File: src/rtl/simon_seq_ctrl.sv
// Simon game sequencer: grows per-player colour sequences from a Galois LFSR,
// plays them back one-hot, checks button presses and keeps both scores.
module simon_seq_ctrl #(
  parameter int          MAX_LEN        = 16,
  parameter int          SHOW_CYCLES    = 4,
  parameter int          GAP_CYCLES     = 2,
  parameter int          TIMEOUT_CYCLES = 64,
  parameter logic [15:0] LFSR_SEED      = 16'hACE1
) (
  input  logic        clk,
  input  logic        rst_n,
  input  logic        start,
  input  logic        two_player,
  input  logic        in_valid,
  input  logic [3:0]  in_color,
  output logic [3:0]  outcolor,
  output logic        ready,
  output logic        correct,
  output logic [7:0]  score_p1,
  output logic [7:0]  score_p2,
  output logic [31:0] seq_p1,
  output logic [31:0] seq_p2,
  output logic [4:0]  len_p1,
  output logic [4:0]  len_p2,
  output logic        active_p2,
  output logic        game_over,
  output logic        winner_p2
);

  typedef enum logic [2:0] {
    S_IDLE, S_EXTEND, S_SHOW, S_GAP, S_WAIT_IN, S_OVER
  } state_t;

  state_t      state_q, state_d;
  logic [15:0] lfsr_q, lfsr_d;
  logic [31:0] seq_p1_q, seq_p1_d, seq_p2_q, seq_p2_d;
  logic [4:0]  len_p1_q, len_p1_d, len_p2_q, len_p2_d;
  logic [7:0]  score_p1_q, score_p1_d, score_p2_q, score_p2_d;
  logic        active_p2_q, active_p2_d;
  logic        winner_p2_q, winner_p2_d;
  logic        mode_q, mode_d;
  logic        correct_q, correct_d;
  logic [4:0]  pos_q, pos_d;
  logic [15:0] cnt_q, cnt_d;

  logic [31:0] act_seq;
  logic [4:0]  act_len, oth_len;
  logic [1:0]  cur_code;
  logic [3:0]  cur_onehot;
  logic        press_ok, last_pos;

  function automatic logic [7:0] sat_inc(input logic [7:0] v);
    return (v == 8'hFF) ? v : v + 8'd1;
  endfunction

  always_comb begin
    act_seq    = active_p2_q ? seq_p2_q : seq_p1_q;
    act_len    = active_p2_q ? len_p2_q : len_p1_q;
    oth_len    = active_p2_q ? len_p1_q : len_p2_q;
    cur_code   = 2'(act_seq >> {pos_q, 1'b0});
    cur_onehot = 4'b0001 << cur_code;
    press_ok   = $onehot(in_color) && (in_color == cur_onehot);
    last_pos   = (pos_q + 5'd1) == act_len;
  end

  always_comb begin
    state_d     = state_q;
    lfsr_d      = (lfsr_q >> 1) ^ (lfsr_q[0] ? 16'hB400 : 16'h0000);
    seq_p1_d    = seq_p1_q;
    seq_p2_d    = seq_p2_q;
    len_p1_d    = len_p1_q;
    len_p2_d    = len_p2_q;
    score_p1_d  = score_p1_q;
    score_p2_d  = score_p2_q;
    active_p2_d = active_p2_q;
    winner_p2_d = winner_p2_q;
    mode_d      = mode_q;
    correct_d   = 1'b0;
    pos_d       = pos_q;
    cnt_d       = cnt_q;

    unique case (state_q)
      S_IDLE, S_OVER: begin
        if (start) begin
          seq_p1_d    = '0;
          seq_p2_d    = '0;
          len_p1_d    = '0;
          len_p2_d    = '0;
          score_p1_d  = '0;
          score_p2_d  = '0;
          active_p2_d = 1'b0;
          winner_p2_d = 1'b0;
          mode_d      = two_player;
          pos_d       = '0;
          cnt_d       = '0;
          state_d     = S_EXTEND;
        end
      end
      S_EXTEND: begin
        // The new code lands in a slot that is still zero, so OR-ing is enough.
        if (active_p2_q) begin
          seq_p2_d = seq_p2_q | (32'(lfsr_q[1:0]) << {len_p2_q, 1'b0});
          len_p2_d = len_p2_q + 5'd1;
        end else begin
          seq_p1_d = seq_p1_q | (32'(lfsr_q[1:0]) << {len_p1_q, 1'b0});
          len_p1_d = len_p1_q + 5'd1;
        end
        pos_d   = '0;
        cnt_d   = '0;
        state_d = S_SHOW;
      end
      S_SHOW: begin
        if (cnt_q == 16'(SHOW_CYCLES - 1)) begin
          cnt_d   = '0;
          state_d = S_GAP;
        end else begin
          cnt_d = cnt_q + 16'd1;
        end
      end
      S_GAP: begin
        if (cnt_q == 16'(GAP_CYCLES - 1)) begin
          cnt_d = '0;
          if (last_pos) begin
            pos_d   = '0;
            state_d = S_WAIT_IN;
          end else begin
            pos_d   = pos_q + 5'd1;
            state_d = S_SHOW;
          end
        end else begin
          cnt_d = cnt_q + 16'd1;
        end
      end
      S_WAIT_IN: begin
        if (in_valid && !press_ok) begin
          winner_p2_d = mode_q & ~active_p2_q;
          state_d     = S_OVER;
        end else if (in_valid && last_pos) begin
          correct_d = 1'b1;
          pos_d     = '0;
          cnt_d     = '0;
          if (active_p2_q) score_p2_d = sat_inc(score_p2_q);
          else             score_p1_d = sat_inc(score_p1_q);
          if (act_len == 5'(MAX_LEN)) begin
            winner_p2_d = active_p2_q;
            state_d     = S_OVER;
          end else begin
            // A player whose sequence is full sits out; the other keeps playing.
            if (mode_q && (oth_len < 5'(MAX_LEN))) active_p2_d = ~active_p2_q;
            state_d = S_EXTEND;
          end
        end else if (in_valid) begin
          pos_d = pos_q + 5'd1;
          cnt_d = '0;
        end else if (cnt_q == 16'(TIMEOUT_CYCLES - 1)) begin
          winner_p2_d = mode_q & ~active_p2_q;
          state_d     = S_OVER;
        end else begin
          cnt_d = cnt_q + 16'd1;
        end
      end
      default: state_d = S_IDLE;
    endcase
  end

  always_ff @(posedge clk or negedge rst_n) begin
    if (!rst_n) begin
      state_q     <= S_IDLE;
      lfsr_q      <= LFSR_SEED;
      seq_p1_q    <= '0;
      seq_p2_q    <= '0;
      len_p1_q    <= '0;
      len_p2_q    <= '0;
      score_p1_q  <= '0;
      score_p2_q  <= '0;
      active_p2_q <= 1'b0;
      winner_p2_q <= 1'b0;
      mode_q      <= 1'b0;
      correct_q   <= 1'b0;
      pos_q       <= '0;
      cnt_q       <= '0;
    end else begin
      state_q     <= state_d;
      lfsr_q      <= lfsr_d;
      seq_p1_q    <= seq_p1_d;
      seq_p2_q    <= seq_p2_d;
      len_p1_q    <= len_p1_d;
      len_p2_q    <= len_p2_d;
      score_p1_q  <= score_p1_d;
      score_p2_q  <= score_p2_d;
      active_p2_q <= active_p2_d;
      winner_p2_q <= winner_p2_d;
      mode_q      <= mode_d;
      correct_q   <= correct_d;
      pos_q       <= pos_d;
      cnt_q       <= cnt_d;
    end
  end

  assign outcolor  = (state_q == S_SHOW) ? cur_onehot : 4'b0000;
  assign ready     = (state_q == S_WAIT_IN);
  assign game_over = (state_q == S_OVER);
  assign correct   = correct_q;
  assign score_p1  = score_p1_q;
  assign score_p2  = score_p2_q;
  assign seq_p1    = seq_p1_q;
  assign seq_p2    = seq_p2_q;
  assign len_p1    = len_p1_q;
  assign len_p2    = len_p2_q;
  assign active_p2 = active_p2_q;
  assign winner_p2 = winner_p2_q;

endmodule

File: config.mk
export PLATFORM = sky130hd
export DESIGN_NAME = simon_seq_ctrl
export DESIGN_NICKNAME = d
export VERILOG_FILES = /design/src/rtl/simon_seq_ctrl.sv
export SDC_FILE = /design/constraint.sdc
export NUM_CORES = 1
export LEC_CHECK = 0
export CAP_MARGIN = 20
export CORE_MARGIN = 1.5
export CORE_UTILIZATION = 50
export CTS_CLUSTER_SIZE = 28
export DETAILED_ROUTE_END_ITERATION = 7
export GPL_TIMING_DRIVEN = 0
export HOLD_SLACK_MARGIN = 0.15
export PLACE_DENSITY = 0.86
export RECOVER_POWER = 50
export SYNTH_ARGS = -nofsm -noshare
export SYNTH_HDL_FRONTEND = slang
export SYNTH_SLANG_ARGS = --single-unit
File: constraint.sdc
create_clock -name clk -period 8.6 [get_ports clk]
set_clock_uncertainty 0.1 [all_clocks]
set_input_delay 1.72 -clock clk [delete_from_list [all_inputs] [get_ports clk]]
set_output_delay 1.72 -clock clk [all_outputs]
set_load 0.02 [all_outputs]
==> impl_metrics.json, run 1 <==
{
  "run_status": "complete, but fails checks",
  "failing_checks": "max-capacitance violations, max-slew violations",
  "period_needed_ps": 5360,
  "type_of_the_setup_path_with_the_least_slack": "reg2out",
  "synthFlopType": "sky130_fd_sc_hd__dfrtp_1",
  "crit_fanout": 9,
  "max_cap_violations": 1,
  "grt_max_degree": 101,
  "min_delay_path_depth": 0,
  "setup-violations-final": 0,
  "worstHoldEndpoint": "lfsr_q[3]",
  "num-nets-final": 885,
  "finalWeightedCongestion": 0.938,
  "cell_class_contributing_the_biggest_share_of_worst_path_delay": "buffers and inverters",
  "slew_viol_final": 35,
  "area.growth.synth_to_final_pct": 27.1,
  "dpl.hpwl_mm": 14.2,
  "rsz0062_at_grt": "no",
  "worstHoldStart": "lfsr_q[4]",
  "tritoncts": "built",
  "hold_slack_ps": 249,
  "number_of_endpoints_with_negative_hold_slack_in_the_final_report": 0,
  "critPathLaunchType": "flop",
  "worstSkewPairLatency_ps": 440,
  "reg_to_reg_endpoint": "state_q[0]",
  "cts.path.max_buffers": 2,
  "placed_area_sq_mm": 0.00837,
  "antenna_found_initial": 0,
  "min-delay-path-class": "reg2reg",
  "critical_path.n_buffers_inverters": 3,
  "design.core.area_sq_mm": 0.0138,
  "post_cts_repair_setup_buffers": 0,
  "worst_ep_required_ps": 6780,
  "synth_area_per_cell_sq_um": 9.54,
  "max_clock_freq_mhz": 187,
  "drt_iter0_markers": 633,
  "period_share_pct": 62.3,
  "grt_pass1_wl_mm": 32.3,
  "p_leak_nw": 4.01,
  "critical_path.max_stage_delay_ps": 610,
  "die_area_sq_mm": 0.0148,
  "worstPathCellList": "buf_2 -> and2_0 -> clkbuf_1 -> a22oi_1 -> mux4_2 -> a22o_1 -> or3_4 -> nor2b_1 -> clkdlybuf4s50_1",
  "setup.reg_to_reg.worst_slack_ps": 4560,
  "cell_type_with_the_largest_total_area_after_synthesis": "sky130_fd_sc_hd__dfrtp_1",
  "utilization_pct": 64.9,
  "routed_wl_mm": 20.3,
  "synth_top_cell_area_share_pct": 44.7,
  "fin_area_sq_mm": 0.00897,
  "tns_ps": 0,
  "cpMaxStageDelayCell": "sky130_fd_sc_hd__clkdlybuf4s50_1",
  "gr-usage-all-layers_pct": 28.6,
  "report.power.total_mw": 2.45,
  "worst_vdd_ir_mv": 0.184,
  "critPathCaptureType": "output port",
  "synth_cells": 740,
  "worst-slew-pin-transition_ps": 2050,
  "async_flop_share_pct": 100,
  "drcViolationCount": 0,
  "vias_in_the_first_global_route": 6180,
  "syn-num-nets": 759,
  "place.port_buffers": 106,
  "cts_h_tree_depth": 4,
  "antenna_cells_inserted": 0,
  "die-height_um": 122,
  "power_per_cell_area_mw_per_mm2": 273,
  "drtAntennaViolNets": 0,
  "postCtsResizedCells": 0,
  "core.rowCount": 43,
  "grt_remaining_overflow": 0,
  "cts_buffers": 17,
  "yosysSeqAreaShare_pct": 47.6,
  "worstRegToRegCells": 11,
  "layout-drive-gt1-share_pct": 9.33,
  "routed_via_density": 6.19,
  "yosys_warnings": 0,
  "r2r-start": "pos_q[1]",
  "die_w_um": 122,
  "critPathArrivalTime_ps": 3540,
  "synth_area_leaders": "sky130_fd_sc_hd__dfrtp_1 (45%), sky130_fd_sc_hd__nor2_1 (5.7%), sky130_fd_sc_hd__a21oi_1 (4.0%)",
  "cts_sinks": 134,
  "route.detailed.wl_per_inst_um": 19.1,
  "synth.distinct_cells": 67,
  "ctsRootBufferMaster": "sky130_fd_sc_hd__clkbuf_16",
  "postCtsHoldBufs": 0,
  "number_of_i_o_pins": 108,
  "vias": 6556,
  "detailedRoute.firstPassIterationCount": 5,
  "clk_pin_slew_ps": 70,
  "initial_utilization_pct": 51.1,
  "synth-seq-cells": 134,
  "mappedNetlistArea_sq_mm": 0.00706,
  "synth_enable_flop_cells": 0,
  "max_slew_margin_pct": -36.5
}
-- cell families after synthesis --
group	Yosys count	synth area share, %
AND/OR/NAND/NOR	278	18.9
AO/OA/AOI/OAI	186	17.2
flip-flops	134	47.6
buffers and inverters	74	4.29
multiplexers	38	7.67
XOR/XNOR	20	2.48
adder cells (fa/ha/maj)	10	1.88
-- worst max path at each step --
stage / startpoint / cells past startpoint / to / slack [ps]
after global routing: pos_q[1] / 9 / outcolor[2] / 3080
after detailed placement: in_color[1] / 12 / cnt_q[8] / 3610
after CTS: active_p2 / 9 / outcolor[2] / 3240
final: pos_q[1] / 9 / outcolor[2] / 3240
after floorplan: active_p2 / 8 / outcolor[2] / 4210
after global placement: rst_n / 1 / seq_p2[28] / 510
-- cell usage in the layout (no fill, tap or decap), types with 8 or more instances in the layout --
cell type,count
sky130_fd_sc_hd__nor2_1,107
sky130_fd_sc_hd__clkbuf_16,17
sky130_fd_sc_hd__dlygate4sd3_1,30
sky130_fd_sc_hd__dfrtp_1,126
sky130_fd_sc_hd__ha_1,9
sky130_fd_sc_hd__nand2b_1,9
sky130_fd_sc_hd__clkdlybuf4s50_1,75
sky130_fd_sc_hd__nand3_1,19
sky130_fd_sc_hd__mux4_2,12
sky130_fd_sc_hd__nor2b_1,23
sky130_fd_sc_hd__o21ai_0,28
sky130_fd_sc_hd__inv_1,32
sky130_fd_sc_hd__clkbuf_1,28
sky130_fd_sc_hd__xor2_1,10
sky130_fd_sc_hd__mux2i_1,17
sky130_fd_sc_hd__a21oi_1,56
sky130_fd_sc_hd__a31oi_1,40
sky130_fd_sc_hd__a21o_1,8
sky130_fd_sc_hd__nand2_1,48
sky130_fd_sc_hd__or3_1,11
sky130_fd_sc_hd__nor3_1,23
sky130_fd_sc_hd__xnor2_1,10
-- area by class of cell --
class	instances	area [sq um]
Sequential cell	134	3360
Multi-Input combinational cell	532	3390
Clock buffer	17	425
Fill cell	1046	4860
Timing Repair Buffer	107	1080
Tap cell	180	225
Buffer	42	183
Clock inverter	15	178
Inverter	32	120
-- power breakdown --
part           leakage (nW)  internal [mW]  total [mW]  switching, mW
Sequential             1.83          0.705       0.789         0.0842
Combinational          1.89          0.327       0.921          0.593
Clock                 0.299          0.417       0.741          0.324
Total                  4.01           1.45        2.45           1.00
-- registers in the layout, summed over array words and instances (netlist names), 5 cells and up --
name,cells
cnt_q,16
len_p1,5
len_p2,5
lfsr_q,16
pos_q,5
score_p1,8
score_p2,8
seq_p1,32
seq_p2,32
-- cells in the mapped netlist, types with 5 or more instances --
library cell               count
sky130_fd_sc_hd__a31oi_1      40
sky130_fd_sc_hd__o21ai_0      28
sky130_fd_sc_hd__o31ai_1       5
sky130_fd_sc_hd__nand2b_1      9
sky130_fd_sc_hd__nor2b_1      23
sky130_fd_sc_hd__clkbuf_1     27
sky130_fd_sc_hd__a21oi_1      56
sky130_fd_sc_hd__mux2_2        7
sky130_fd_sc_hd__or2_2         6
sky130_fd_sc_hd__mux2i_1      17
sky130_fd_sc_hd__dfrtp_1     126
sky130_fd_sc_hd__nor3b_1       5
sky130_fd_sc_hd__nor3_1       23
sky130_fd_sc_hd__xor2_1       10
sky130_fd_sc_hd__mux4_2       12
sky130_fd_sc_hd__or3_1        11
sky130_fd_sc_hd__nor2_1      107
sky130_fd_sc_hd__a21o_1        8
sky130_fd_sc_hd__inv_1        32
sky130_fd_sc_hd__nand3_1      19
sky130_fd_sc_hd__ha_1          9
sky130_fd_sc_hd__nand2_1      48
sky130_fd_sc_hd__o221ai_1      5
sky130_fd_sc_hd__buf_2         5
sky130_fd_sc_hd__nand4_1       6
sky130_fd_sc_hd__dfstp_2       8
sky130_fd_sc_hd__a22oi_1       5
sky130_fd_sc_hd__buf_1         6
sky130_fd_sc_hd__and3_1        6
sky130_fd_sc_hd__xnor2_1      10
-- per-layer routing --
| metal | up-vias | track usage, % | routed length, um | share of wire (%) |
|---|---|---|---|---|
| li1 | 2917 | - | - | - |
| met1 | 3206 | 38.7 | 8270 | 41 |
| met2 | 382 | 42.9 | 9310 | 46 |
| met3 | 51 | 9.46 | 2200 | 11 |
| met4 | 0 | 10.6 | 476 | 2.4 |
| met5 | - | 0 | 0 | 0 |
-- metrics by stage --
stage                     cells  worst slack (ps)
after detailed placement   1027              3610
after global routing       1059              3080
after global placement     1026               505
final                      1059              3240
after CTS                  1059              3240
after floorplan             740              4210
Power figures use the tool's default switching activity.
==> inputs of run 2 (changes only) <==
--- a/config.mk
+++ b/config.mk
@@ -7,12 +7,12 @@
 export LEC_CHECK = 0
 export CAP_MARGIN = 20
 export CORE_MARGIN = 1.5
-export CORE_UTILIZATION = 50
+export CORE_UTILIZATION = 49
 export CTS_CLUSTER_SIZE = 28
 export DETAILED_ROUTE_END_ITERATION = 7
 export GPL_TIMING_DRIVEN = 0
 export HOLD_SLACK_MARGIN = 0.15
-export PLACE_DENSITY = 0.86
+export PLACE_DENSITY = 0.87
 export RECOVER_POWER = 50
 export SYNTH_ARGS = -nofsm -noshare
 export SYNTH_HDL_FRONTEND = slang
==> constraint.sdc (replaced) <==
create_clock -name clk -period 4.7 [get_ports clk]
set_clock_uncertainty 0.1 [all_clocks]
set_input_delay 0.94 -clock clk [delete_from_list [all_inputs] [get_ports clk]]
set_output_delay 0.94 -clock clk [all_outputs]
set_load 0.02 [all_outputs]
==> run 2 against run 1 <==
  * The run still ends with max-capacitance violations, max-slew violations left
  * Via count up 0.78%
  * Flip-flop and latch count unchanged
  * Non-clock buffer count is the same
  * Global-route usage down 0.084 points
  * Combinational power is 85% higher
  * Clock power up 73%
  * Register-to-register slack got worse by 4200 ps
  * Cell count unchanged
  * Largest power group unchanged
  * Highest routed layer unchanged
==> impl_metrics.json, run 2 (synthesis results as in run 1) <==
{
  "run_status": "complete, but fails checks",
  "failing_checks": "max-capacitance violations, max-slew violations",
  "routed_wl_mm": 20.8,
  "postCtsHoldBufs": 0,
  "antenna_found_initial": 0,
  "routed_via_density": 6.24,
  "worstPathCellList": "buf_2 -> buf_2 -> mux4_2 -> nand3_1 -> and4_1 -> nor3_1 -> nand2_1 -> nor2_1 -> clkdlybuf4s50_1",
  "critical_path.endpoint": "outcolor[1]",
  "num-nets-final": 885,
  "critical_path.max_stage_delay_ps": 610,
  "critPathCaptureType": "output port",
  "max_clock_freq_mhz": 223,
  "reg_to_reg_endpoint": "score_p1[3]",
  "finalWeightedCongestion": 0.915,
  "critical_path.n_buffers_inverters": 3,
  "cts_h_tree_depth": 4,
  "critPathLaunchType": "flop",
  "die-height_um": 123,
  "die_w_um": 123,
  "slew_viol_final": 37,
  "worst_vdd_ir_mv": 0.277,
  "report.power.total_mw": 4.42,
  "period_share_pct": 95.2,
  "setup-violations-final": 0,
  "register_area_sq_mm": 0.00336,
  "core.rowCount": 43,
  "ctsRootBufferMaster": "sky130_fd_sc_hd__clkbuf_16",
  "critPathArrivalTime_ps": 3440,
  "type_of_the_setup_path_with_the_least_slack": "reg2out",
  "clk_pin_slew_ps": 60,
  "gr-usage-all-layers_pct": 28.5,
  "cts.path.max_buffers": 2,
  "p_comb_share_pct": 38.4,
  "worst_ep_required_ps": 3660,
  "switching_share_pct": 41.2,
  "power_per_cell_area_mw_per_mm2": 496,
  "cts_buffers": 17,
  "cp-startpoint": "pos_q[1]",
  "cts_sinks": 134,
  "drcViolationCount": 0,
  "place.port_buffers": 106,
  "drtAntennaViolNets": 0,
  "design.core.area_sq_mm": 0.0140,
  "cpMaxStageDelayCell": "sky130_fd_sc_hd__clkdlybuf4s50_1",
  "switching_power_mw": 1.82,
  "die_area_sq_mm": 0.0151,
  "cell_class_contributing_the_biggest_share_of_worst_path_delay": "buffers and inverters",
  "grt_remaining_overflow": 0,
  "layout-drive-gt1-share_pct": 9.33,
  "dpl.hpwl_mm": 14.7,
  "setup.reg_to_reg.worst_slack_ps": 390,
  "period_needed_ps": 4480,
  "seqPwrFrac_pct": 32.7,
  "vias_in_the_first_global_route": 6318,
  "drt_iter0_markers": 702,
  "initial_utilization_pct": 50.5,
  "min-delay-path-class": "reg2reg",
  "vias": 6607,
  "internal-power_mw": 2.60,
  "path_common_cell": "sky130_fd_sc_hd__buf_2",
  "worst-slew-pin-transition_ps": 1930,
  "grt_pass1_wl_mm": 32.6,
  "antenna_cells_inserted": 0,
  "fin_area_sq_mm": 0.00892,
  "p_leak_nw": 4.00,
  "area.growth.synth_to_final_pct": 26.3,
  "min_delay_path_depth": 0,
  "placed_area_sq_mm": 0.00837,
  "detailedRoute.firstPassIterationCount": 5,
  "max_cap_violations": 1,
  "worstRegToRegCells": 13,
  "num-fill-cells": 1103,
  "max_slew_margin_pct": -28.4,
  "crit_fanout": 10,
  "layout.cells.most_common": "sky130_fd_sc_hd__dfrtp_1",
  "worstSkewPairLatency_ps": 430,
  "route.detailed.wl_per_inst_um": 19.6,
  "tritoncts": "built",
  "grt_max_degree": 100,
  "power_share_of_the_clock_group_pct": 28.9,
  "number_of_i_o_pins": 108,
  "rsz0062_at_grt": "no",
  "most_used_cells_in_the_layout_excluding_fill_and_tap_cells": "sky130_fd_sc_hd__dfrtp_1 (126), sky130_fd_sc_hd__nor2_1 (107), sky130_fd_sc_hd__clkdlybuf4s50_1 (75)",
  "r2r-start": "active_p2",
  "number_of_endpoints_with_negative_hold_slack_in_the_final_report": 0,
  "path_depth": 9,
  "multi_input_area_sq_mm": 0.00339
}
[run 2: cell count changes in the layout (fill, tap and decap cells not counted), moves of 2 or more]
| cell | previous run | this run |
|---|---|---|
| sky130_fd_sc_hd__clkinv_4 | 3 | 1 |
| sky130_fd_sc_hd__clkinvlp_4 | 0 | 2 |
| sky130_fd_sc_hd__inv_6 | 3 | 8 |
| sky130_fd_sc_hd__inv_8 | 7 | 3 |
[run 2: through the flow]
step / setup slack, ps / std cells / util (%) / hold slack [ps] / TNS (ps)
global placement: -2600 / 1026 / 59.7 / 236 / -332970
floorplan: 1090 / 740 / - / 231 / 0
finish: 225 / 1059 / 63.7 / 251 / 0
detailed placement: 419 / 1027 / 59.9 / 241 / 0
CTS: 69.4 / 1059 / 63.9 / 254 / 0
global route: 63.4 / 1059 / 63.7 / 255 / 0
[run 2: repair_timing]
action / in CTS / in global routing
buffers inserted: 0 / 0
gates resized for setup: 0 / 2
endpoints found under the setup margin: 0 / 1
[run 2: how the worst min path moves through the flow]
stage | from | end
floorplan | lfsr_q[2] | lfsr_q[1]
global placement | lfsr_q[12] | lfsr_q[11]
detailed placement | lfsr_q[3] | lfsr_q[2]
CTS | lfsr_q[9] | lfsr_q[8]
global route | lfsr_q[3] | lfsr_q[2]
finish | lfsr_q[9] | lfsr_q[8]
[run 2: power groups by stage]
| stage | clock network [mW] | registers [mW] | logic, mW |
|---|---|---|---|
| 2_1_floorplan | 0 | 1.53 | 0.956 |
| 3_3_place_gp | 0 | 1.45 | 1.63 |
| 3_5_place_dp | 0 | 1.45 | 1.66 |
| 4_1_cts | 1.28 | 1.44 | 1.68 |
| 5_1_grt | 1.34 | 1.46 | 1.82 |
| 6_report | 1.28 | 1.44 | 1.70 |
[run 2: cell type report]
class                   count  share of cell area, %
repair buffers            107                   11.9
clock buffers              18                   4.93
multi-input cells         532                   38.1
inverters                  32                   1.35
plain buffers              42                   2.05
flip-flops and latches    134                   37.7
clock inverters            14                   1.43
well taps                 180                   2.53
[run 2: routing by layer]
| layer | share of wire (%) | vias up | wire length, um | global-route usage (%) |
|---|---|---|---|---|
| li1 | - | 2925 | - | - |
| met1 | 40 | 3185 | 8310 | 38.9 |
| met2 | 46 | 433 | 9650 | 44.0 |
| met3 | 11 | 64 | 2330 | 7.29 |
| met4 | 2.4 | 0 | 503 | 10.6 |
| met5 | 0 | - | 0 | 0 |
